$ cat src/rtl/output_channel_fifo_if.sv
// rtl/output_channel_fifo_if.sv - byte stream and status bundle between input stage, output FIFO and consumer
interface output_channel_fifo_if #(
    parameter int DEPTH = 16
);
    logic [7:0]                   data_in;
    logic                         packet_valid_in;
    logic [7:0]                   channel;
    logic                         vld_chan;
    logic                         read_enb;
    logic                         err;
    logic                         suspend;
    logic                         overflow;
    logic                         timeout_flush;
    logic [$clog2(DEPTH+1)-1:0]   fifo_count;

    modport master (
        output data_in, packet_valid_in, read_enb,
        input  channel, vld_chan, err, suspend, overflow, timeout_flush, fifo_count
    );

    modport slave (
        input  data_in, packet_valid_in, read_enb,
        output channel, vld_chan, err, suspend, overflow, timeout_flush, fifo_count
    );
endinterface

$ cat src/rtl/output_channel_fifo.sv
// rtl/output_channel_fifo.sv - per-channel FWFT output FIFO with parity check, back-pressure and stale flush
module output_channel_fifo #(
    parameter int DEPTH        = 16,
    parameter int AFULL_MARGIN = 2,
    parameter int TIMEOUT      = 30
) (
    input  logic                  clock,
    input  logic                  reset,
    output_channel_fifo_if.slave  bus
);
    localparam int PW = $clog2(DEPTH);
    localparam int CW = $clog2(DEPTH + 1);
    localparam int TW = $clog2(TIMEOUT + 1);

    typedef enum logic [1:0] {IDLE, PAYLOAD, PARITY} par_state_t;

    logic [7:0]    mem [DEPTH];
    logic [PW-1:0] wr_ptr;
    logic [PW-1:0] rd_ptr;
    logic [CW-1:0] count;
    logic [CW-1:0] count_nxt;
    logic [TW-1:0] idle_cnt;
    logic          empty;
    logic          full;
    logic          flush;
    logic          wr_en;
    logic          pop;
    logic          overflow_q;
    logic          suspend_q;
    logic          flush_q;

    par_state_t    state;
    logic [5:0]    remaining;
    logic [7:0]    acc;
    logic          err_q;

    assign empty = (count == '0);
    assign full  = (count == CW'(DEPTH));
    // idle_cnt only climbs while non-empty and never drops count, so hitting TIMEOUT implies data to flush
    assign flush = (idle_cnt == TW'(TIMEOUT));
    assign wr_en = bus.packet_valid_in && !full && !flush;
    assign pop   = bus.read_enb && !empty && !flush;

    always_comb begin
        count_nxt = count;
        if (flush)
            count_nxt = '0;
        else if (wr_en && !pop)
            count_nxt = count + 1'b1;
        else if (pop && !wr_en)
            count_nxt = count - 1'b1;
    end

    always_ff @(posedge clock or negedge reset) begin
        if (!reset) begin
            wr_ptr     <= '0;
            rd_ptr     <= '0;
            count      <= '0;
            idle_cnt   <= '0;
            overflow_q <= 1'b0;
            suspend_q  <= 1'b0;
            flush_q    <= 1'b0;
            for (int i = 0; i < DEPTH; i++)
                mem[i] <= 8'h00;
        end else begin
            count     <= count_nxt;
            flush_q   <= flush;
            suspend_q <= (int'(count_nxt) + AFULL_MARGIN) >= DEPTH;
            if (flush) begin
                rd_ptr   <= wr_ptr;
                idle_cnt <= '0;
            end else begin
                if (wr_en) begin
                    mem[wr_ptr] <= bus.data_in;
                    wr_ptr      <= wr_ptr + 1'b1;
                end
                if (pop)
                    rd_ptr <= rd_ptr + 1'b1;
                if (bus.packet_valid_in && full)
                    overflow_q <= 1'b1;
                if (pop || empty)
                    idle_cnt <= '0;
                else
                    idle_cnt <= idle_cnt + 1'b1;
            end
        end
    end

    // Parity tracking sees every valid byte, including ones dropped by full or flush
    always_ff @(posedge clock or negedge reset) begin
        if (!reset) begin
            state     <= IDLE;
            remaining <= '0;
            acc       <= '0;
            err_q     <= 1'b0;
        end else begin
            err_q <= 1'b0;
            if (bus.packet_valid_in) begin
                case (state)
                    IDLE: begin
                        acc       <= bus.data_in;
                        remaining <= bus.data_in[7:2];
                        state     <= (bus.data_in[7:2] == 6'd0) ? PARITY : PAYLOAD;
                    end
                    PAYLOAD: begin
                        acc       <= acc ^ bus.data_in;
                        remaining <= remaining - 1'b1;
                        if (remaining == 6'd1)
                            state <= PARITY;
                    end
                    PARITY: begin
                        err_q <= ((acc ^ bus.data_in) != 8'h00);
                        state <= IDLE;
                    end
                    default: state <= IDLE;
                endcase
            end
        end
    end

    assign bus.channel       = mem[rd_ptr];
    assign bus.vld_chan      = !empty;
    assign bus.fifo_count    = count;
    assign bus.err           = err_q;
    assign bus.suspend       = suspend_q;
    assign bus.overflow      = overflow_q;
    assign bus.timeout_flush = flush_q;
endmodule

$ cat src/flat_wrapper.sv
// flat-port wrapper written by rule: the top's interface ports become plain ports
module output_channel_fifo_flat 
#(
    parameter int DEPTH        = 16,
    parameter int AFULL_MARGIN = 2,
    parameter int TIMEOUT      = 30
)
  (clock, reset, bus_data_in, bus_packet_valid_in, bus_read_enb, bus_channel, bus_vld_chan, bus_err, bus_suspend, bus_overflow, bus_timeout_flush, bus_fifo_count);
  output_channel_fifo_if #(.DEPTH(DEPTH)) bus_i ();
  input  logic clock;
  input  logic reset;
  input wire logic [$bits(bus_i.data_in)-1:0] bus_data_in;
  input wire logic [$bits(bus_i.packet_valid_in)-1:0] bus_packet_valid_in;
  input wire logic [$bits(bus_i.read_enb)-1:0] bus_read_enb;
  output wire logic [$bits(bus_i.channel)-1:0] bus_channel;
  output wire logic [$bits(bus_i.vld_chan)-1:0] bus_vld_chan;
  output wire logic [$bits(bus_i.err)-1:0] bus_err;
  output wire logic [$bits(bus_i.suspend)-1:0] bus_suspend;
  output wire logic [$bits(bus_i.overflow)-1:0] bus_overflow;
  output wire logic [$bits(bus_i.timeout_flush)-1:0] bus_timeout_flush;
  output wire logic [$bits(bus_i.fifo_count)-1:0] bus_fifo_count;
  assign bus_i.data_in = bus_data_in;
  assign bus_i.packet_valid_in = bus_packet_valid_in;
  assign bus_i.read_enb = bus_read_enb;
  assign bus_channel = bus_i.channel;
  assign bus_vld_chan = bus_i.vld_chan;
  assign bus_err = bus_i.err;
  assign bus_suspend = bus_i.suspend;
  assign bus_overflow = bus_i.overflow;
  assign bus_timeout_flush = bus_i.timeout_flush;
  assign bus_fifo_count = bus_i.fifo_count;
  output_channel_fifo #(.DEPTH(DEPTH), .AFULL_MARGIN(AFULL_MARGIN), .TIMEOUT(TIMEOUT)) u_core (.clock(clock), .reset(reset), .bus(bus_i));
endmodule
$ cat config.mk
export PLATFORM = sky130hd
export DESIGN_NAME = output_channel_fifo_flat
export DESIGN_NICKNAME = d
export VERILOG_FILES = /design/src/rtl/output_channel_fifo_if.sv /design/src/rtl/output_channel_fifo.sv /design/src/flat_wrapper.sv
export SDC_FILE = /design/constraint.sdc
export NUM_CORES = 1
export LEC_CHECK = 0
export CAP_MARGIN = 30
export CELL_PAD_IN_SITES_DETAIL_PLACEMENT = 1
export CELL_PAD_IN_SITES_GLOBAL_PLACEMENT = 1
export CORE_MARGIN = 3
export CORE_UTILIZATION = 26
export DETAILED_ROUTE_END_ITERATION = 12
export PLACE_DENSITY = 0.51
export SLEW_MARGIN = 20
export SYNTH_ARGS = -nofsm -noshare
export SYNTH_HDL_FRONTEND = slang
export SYNTH_SLANG_ARGS = --single-unit
$ cat constraint.sdc
create_clock -name clock -period 7.73 [get_ports clock]
set_input_delay 2.319 -clock clock [delete_from_list [all_inputs] [get_ports clock]]
set_output_delay 2.319 -clock clock [all_outputs]
set_load 0.02 [all_outputs]
==> results.md, run 1 <==
* Number of violations of the max-capacitance limit at 0
* CTS Hold Buffers Added at 0
* Worst Hold Path Cells at 1
* Clock tree from TritonCTS: built
* HPWL after detailed placement at 13.2 mm
* Number of library cell types mapped by synthesis at 46
* Category of the worst setup path capture point: output pin
* P_leak at 3.75 nW
* Most common cell after layout, fill and taps aside: dfrtp_1
* Critical register-to-register path startpoint: u_core.idle_cnt[0]
* Port Buf Inserts at 29
* Final Skew at around 0.018 ns
* Share of flip-flops with an asynchronous set or reset after synthesis at 100%
* Net count, final at 614
* Crit Path Class: reg2out
* FF+latch count, synth at 166
* Post-detailed-route count of antenna-violating nets at 0
* Required time of the worst setup path at roughly 5.4 ns
* Number of H-tree levels at 4
* Clk buf depth at 2
* Top cell by count, worst path: mux4_2
* Min-Delay Endpoint: u_core.mem[46]
* Clock slew seen by the registers of the worst setup and hold paths at 0.07 ns
* Post-route minimum period at 5.68 ns
* Die H at approximately 180 µm
* Startpoint of the most critical hold path: u_core.mem[46]
* Fraction of final layout cells sized beyond drive strength 1 at between 30% and 40%
* Clock root buffer master: clkbuf_16
* CP max FO at 18
* Post-detailed-route via-to-cell ratio at approximately 4.9
* Wire length of the first global-routing pass at 32.5 mm
* Initial antenna violation count at 0
* Syn nets at 600
* Clock latency reported for the late side of the worst-skew pair at ~0.43 ns
* Number of standard cells in the layout, taps in and fillers out at 994
* Period utilisation layout at 73.5%
* Number of DRC markers in iteration 0 at about 180
* Global routing usage on met3 at around 2.6%
* Rel. slew slack at 38.7%
* Maximum number of pins on one net before global-route repair at 64
* Netlist area before placement at ~8000 µm²
* Critical R2R Capture: u_core.mem[65]
* Worst vdd rail ir drop at 0.186 mV
* Highest Clock Rate at 176 MHz
* Total power density per cell area at 441 nW/µm²
* Routed Wire Length at between 20 and 25 mm
* Standard-cell row count at between 60 and 70
* Buffer count from post-CTS setup fixing at 0
* Antenna fix cells at 0
* Max-slew violation count at 0
* Result of the run: complete, no violations
* Post-detailed-placement cell area at 8600 µm²
* Met2 usage at a little over a fifth
* Number of hold violations in the final report at 0
* Worst path cell trace: buf_4 -> mux4_2 -> mux4_2 -> clkdlybuf4s50_1
* Cell with the largest stage delay on the worst path: dfrtp_2
* Total power draw at 4.05 mW
* Total global routing overflow at 0
* PostCTS Resize Cnt at 0
* Final setup violation count at 0
* Worst-margin pin slew at 0.917 ns
* Highest-count cells in the layout ignoring fill and taps: 165 x dfrtp_1, 121 x mux2_2, 40 x mux4_2, 28 x clkdlybuf4s50_1
* Avg Inst Size Synth at between 10 and 15 µm²
* Area enclosed by the die boundary at 32,700 µm²
* I/O pin count at 30
* Number of global-route vias before repair at 5,394
* Cell total after placement at slightly below 1,000
* Routed wire length per instance at between 20 and 25 µm
* Routability congestion estimate at 0.728
* Top FF cell, synth: dfrtp_1
* Num Clock Sinks at 166
* Data arrival at the endpoint of the critical path at 3.36 ns
* Path type of the worst min-delay path: reg2reg
* TritonCTS Buffers at 17
* R2r worst-path depth at 7
* Final cell area excluding filler cells at ~9000 µm²
* Gr busiest metal: met2
* Dpl ws at 2.42 ns
* Sequential share of the synthesized area at 52.3%
* CORE AREA at 29,900 µm²
* Routed vias at 4,850
* Global-route met1 utilization at 17.4%
* Area added between synthesis and finish at 15.6%
* Post-Route Setup TNS at 0 ns
* Setup slack of the critical path after layout at 2.05 ns
* Aggregate global-route resource usage at between 10% and 20%
* Pre-Repair DR Iteration Count at 4
* Drc violations at 0
* Mapped Cells at 577
* Effective utilization at floorplan at 26.6%
* EDFF count, synth at 0
* Register-to-Register Setup Slack at 4.81 ns
* Die X-Extent at 181 µm
* Number of synthesis warnings at 0
* Delay of the slowest cell on the worst path at between 0.7 and 0.8 ns
* RSZ-0062 raised after global routing: false
* Type of element launching the critical path: register
==> layout make-up <==
cell class,count,area [µm²]
clock buffers,17,425
clock inverters,15,153
fillers,3128,20700
inverters,11,41.3
multi-input cells,361,3590
flip-flops and latches,166,4160
well taps,390,488
repair buffers,34,329
==> synth_stat cells, drive strengths merged, types with 3 or more instances <==
master / number / area share [%]
nand3: 9 / 0.57
nand4: 3 / 0.24
mux2: 129 / 18
a21oi: 13 / 0.82
nor2: 34 / 2.0
xnor2: 5 / 0.55
mux4: 40 / 11
o21ai: 16 / 1.0
ha: 11 / 1.7
nor3: 7 / 1.0
clkbuf: 28 / 1.3
nor2b: 5 / 0.39
dfrtp: 166 / 52
inv: 11 / 0.52
buf: 11 / 0.68
xor2: 12 / 1.3
nand2: 26 / 1.4
nand2b: 5 / 0.39
a31oi: 4 / 0.31
nor4: 3 / 0.24
o22ai: 12 / 0.95
==> worst max-delay path: cells and delay by family, from the launching register on <==
kind	cells	cell delay, ns
buf+inv	2	1.05
flops	1	0.76
mux	2	1.10
==> where the power goes <==
part	switching [mW]	leakage, nW	total, mW	internal, mW
logic	0.682	1.42	1.58	0.901
registers	0.350	2.05	1.63	1.28
clock network	0.409	0.283	0.842	0.433
==> worst max path at each step <==
stage | cells after the start | slack [ns] | start | end
final | 4 | 2.05 | u_core.rd_ptr[0] | bus_channel[3]
after global routing | 4 | 1.83 | u_core.rd_ptr[0] | bus_channel[3]
after CTS | 4 | 1.92 | u_core.rd_ptr[0] | bus_channel[3]
after detailed placement | 4 | 2.42 | u_core.rd_ptr[0] | bus_channel[3]
after global placement | 4 | 2.41 | u_core.rd_ptr[0] | bus_channel[3]
after floorplan | 4 | 3.38 | u_core.rd_ptr[0] | bus_channel[0]
==> cells by family after synthesis <==
logic type | synth area share, %
buffers and inverters | 2.52
XOR/XNOR | 1.87
AO/OA/AOI/OAI | 4.60
AND/OR/NAND/NOR | 7.23
multiplexers | 29.8
flip-flops | 52.3
adder cells (fa/ha/maj) | 1.73
==> registers in the layout (all words and copies together), names as in the netlist <==
name                      flops
u_core.bus.overflow           1
u_core.idle_cnt               5
u_core.remaining              6
u_core.acc                    8
u_core.rd_ptr                 4
u_core.wr_ptr                 4
u_core.bus.fifo_count         5
u_core.bus.err                1
u_core.mem                  128
u_core.bus.suspend            1
u_core.bus.timeout_flush      1
u_core.state                  2
==> per-layer routing <==
layer / up-vias / share of wire [%]
met5: - / 0
met4: 0 / 0.97
met3: 16 / 2.7
met2: 60 / 49
met1: 2626 / 47
li1: 2148 / -
==> per-stage QoR <==
step           utilization (%)  hold WS, ns
2_1_floorplan                -        0.452
3_5_place_dp              28.8        0.469
3_3_place_gp              28.8        0.462
5_1_grt                   30.7        0.512
4_1_cts                   30.7        0.486
6_report                  30.7        0.485
Power figures use the tool's default switching activity.
==> inputs of run 2 (changes only) <==
==> constraint.sdc (replaced) <==
create_clock -name clock -period 5.79 [get_ports clock]
set_input_delay 1.737 -clock clock [delete_from_list [all_inputs] [get_ports clock]]
set_output_delay 1.737 -clock clock [all_outputs]
set_load 0.02 [all_outputs]
==> run 2 against run 1 <==
- routed wire length down 7.7%
- first-iteration DRC count rose by 20%
- worst setup slack got worse by 1.3 ns
- clock power rose by 38%
- clock skew fell by 0.0089 ns
- register-to-register slack got worse by 1.8 ns
- sequential power is 36% higher
- critical path depth stayed put
- highest routed layer unchanged
==> results.md, run 2 (synthesis gave the netlist of run 1 again) <==
* Highest Clock Rate at 200 MHz
* Dpl ws at 1.18 ns (-1.23 ns)
* CORE AREA at 29,900 µm² (unchanged)
* Standard-cell row count at 63 (unchanged)
* Wire length on met3 at 331 µm (-40%)
* Number of hold violations in the final report at 0 (unchanged)
* Clock network fraction of design power at 21.3% (+0.5 points)
* Worst vdd rail ir drop at 0.269 mV (+45%)
* Category of the worst setup path capture point: output pin
* Area enclosed by the die boundary at 32,700 µm² (unchanged)
* Post-Route Setup TNS at 0 ns (unchanged)
* HPWL after detailed placement at 13.2 mm (+0.45%)
* Data arrival at the endpoint of the critical path at 3.25 ns (-0.11 ns)
* Maximum number of pins on one net before global-route repair at 80 (+25%)
* Total net switching power at 1.91 mW (+33%)
* P_leak at 3.77 nW (+0.43%)
* Met1 routed wirelength after detailed routing at 8.94 mm (-7.5%)
* Highest-count cells in the layout ignoring fill and taps: 165 x dfrtp_1, 121 x mux2_2, 40 x mux4_2, 28 x clkdlybuf4s50_1
* Part of the total power dissipated in combinational logic at 38.0% (-1.1 points)
* Port Buf Inserts at 29 (unchanged)
* Routed wire length per instance at 19.0 µm (-7.8%)
* Effective utilization at floorplan at 26.6% (unchanged)
* Startpoint of the most critical hold path: u_core.bus.overflow
* Max-slew violation count at 0 (unchanged)
* Type of element launching the critical path: register
* Pre-Repair DR Iteration Count at 5 (+1)
* Number of DRC markers in iteration 0 at 220 (+20%)
* Most common cell after layout, fill and taps aside: dfrtp_1
* Min-Delay Endpoint: u_core.bus.overflow
* PostCTS Resize Cnt at 0 (unchanged)
* RSZ-0062 raised after global routing: false
* Die X-Extent at 181 µm (unchanged)
* Total global routing overflow at 0 (unchanged)
* Uppermost layer routed: met4
* Num Clock Sinks at 166 (unchanged)
* Largest registers: u_core.mem (128), u_core.acc (8), u_core.remaining (6)
* Net count, final at 615 (+0.16%)
* Clk buf depth at 2 (unchanged)
* Initial antenna violation count at 0 (unchanged)
* Met2 Routed Length at 9.40 mm (-6.1%)
* Area added between synthesis and finish at 16.0%
* Max FFs per register at 128 (unchanged)
* Aggregate global-route resource usage at 12.0% (-0.92 points)
* Post-detailed-route via-to-cell ratio at 4.77 (-2.3%)
* Setup slack of the critical path after layout at 0.799 ns (-1.25 ns)
* Cell with the largest stage delay on the worst path: dfrtp_2
* Number of global-route vias before repair at 5,355 (-0.72%)
* Required time of the worst setup path at 4.05 ns (-1.36 ns)
* Fraction of power consumed by sequential logic at 40.7% (+0.6 points)
* Fraction of power spent switching nets at 35.1% (-0.47 points)
* Post-detailed-route count of antenna-violating nets at 0 (unchanged)
* Crit Path Class: reg2out
* Path type of the worst min-delay path: reg2reg
* Routed vias at 4,742 (-2.2%)
* Rel. slew slack at 34.6% (-4.1 points)
* Routed Wire Length at 18.9 mm (-7.7%)
* Critical R2R Capture: u_core.mem[2]
* Drc violations at 0 (unchanged)
* Total power density per cell area at 591 nW/µm² (+34%)
* CP max FO at 25 (+7)
* Clock latency reported for the late side of the worst-skew pair at 0.42 ns (about the same)
* CTS Hold Buffers Added at 0 (unchanged)
* R2r worst-path depth at 7 (unchanged)
* Total power draw at 5.44 mW (+34%)
* I/O pin count at 30 (unchanged)
* Clock tree from TritonCTS: built
* TritonCTS Buffers at 17 (unchanged)
* Register-to-Register Setup Slack at 3.03 ns (-1.78 ns)
* Result of the run: complete, no violations
* Post-route minimum period at about 5 ns
* Worst Hold Path Cells at 1 (unchanged)
* Antenna fix cells at 0 (unchanged)
* Clock slew seen by the registers of the worst setup and hold paths at 0.07 ns (about the same)
* Buffer count from post-CTS setup fixing at 0 (unchanged)
* Fraction of final layout cells sized beyond drive strength 1 at 36.5% (+0.11 points)
* Worst path bufs/invs at 2 (unchanged)
* Critical register-to-register path startpoint: u_core.idle_cnt[0]
* Wire length of the first global-routing pass at 31.2 mm (-4.1%)
* Internal cell power at 3.53 mW (+35%)
* Period utilisation layout at between 80% and 90%
* Routability congestion estimate at 0.779 (+7.1%)
* Number of H-tree levels at 4 (unchanged)
* Die H at 181 µm (unchanged)
* Worst-margin pin slew at 0.979 ns (+0.0618 ns)
* Register ranked first by flip-flop count: u_core.mem
* Number of violations of the max-capacitance limit at 0 (unchanged)
* Kind of cell adding the most delay to the critical path: multiplexers
* Final Skew at 0.00934 ns (-0.00890 ns)
* Final setup violation count at 0 (unchanged)
* Delay of the slowest cell on the worst path at 0.93 ns (+0.17 ns)
* Worst path cell trace: buf_4 -> mux4_2 -> mux4_2 -> clkdlybuf4s50_1
* Top cell by count, worst path: mux4_2
* Clock root buffer master: clkbuf_16
## run 2: cell types whose count changed in the layout (fill, tap and decap cells not counted), sizes merged
cell / previous run / this run
buf: 6 / 7
bufinv: 0 / 1
clkinv: 4 / 3
## run 2: metrics by stage
step	util, %	std cells	instance area [µm²]	hold WS (ns)
after floorplan	-	577	7940	0.452
after global placement	28.8	963	8610	0.455
after detailed placement	28.8	963	8610	0.458
after CTS	30.8	995	9220	0.478
after global routing	30.8	995	9220	0.494
final	30.8	995	9220	0.479
## run 2: metal layers
metal / vias up / GRT usage [%]
li1: 2133 / -
met1: 2555 / 16.4
met2: 40 / 19.9
met3: 14 / 2.19
met4: 0 / 3.13
met5: - / 0
## run 2: final cells by class
cell class	instances	area (µm²)
clock inverters	15	179
repair buffers	35	337
well taps	390	488
clock buffers	17	425
fillers	3141	20700
flip-flops and latches	166	4160
inverters	11	41.3
multi-input cells	361	3590
## run 2: how the worst max path moves through the flow
stage	from	endpoint	slack, ns	cells past startpoint
floorplan	u_core.rd_ptr[0]	bus_channel[0]	2.02	4
global placement	u_core.rd_ptr[0]	bus_channel[6]	1.19	4
detailed placement	u_core.rd_ptr[0]	bus_channel[6]	1.18	4
CTS	u_core.rd_ptr[0]	bus_channel[6]	0.73	4
global route	u_core.rd_ptr[0]	bus_channel[5]	0.61	4
finish	u_core.rd_ptr[0]	bus_channel[5]	0.80	4
## run 2: power groups by stage
stage                     Combinational (mW)  Sequential [mW]  Clock, mW
after floorplan                         1.64             1.97          0
after global placement                  2.02             2.22          0
after detailed placement                2.10             2.24          0
after CTS                               2.11             2.22       1.20
after global routing                    2.25             2.31       1.26
final                                   2.07             2.22       1.16
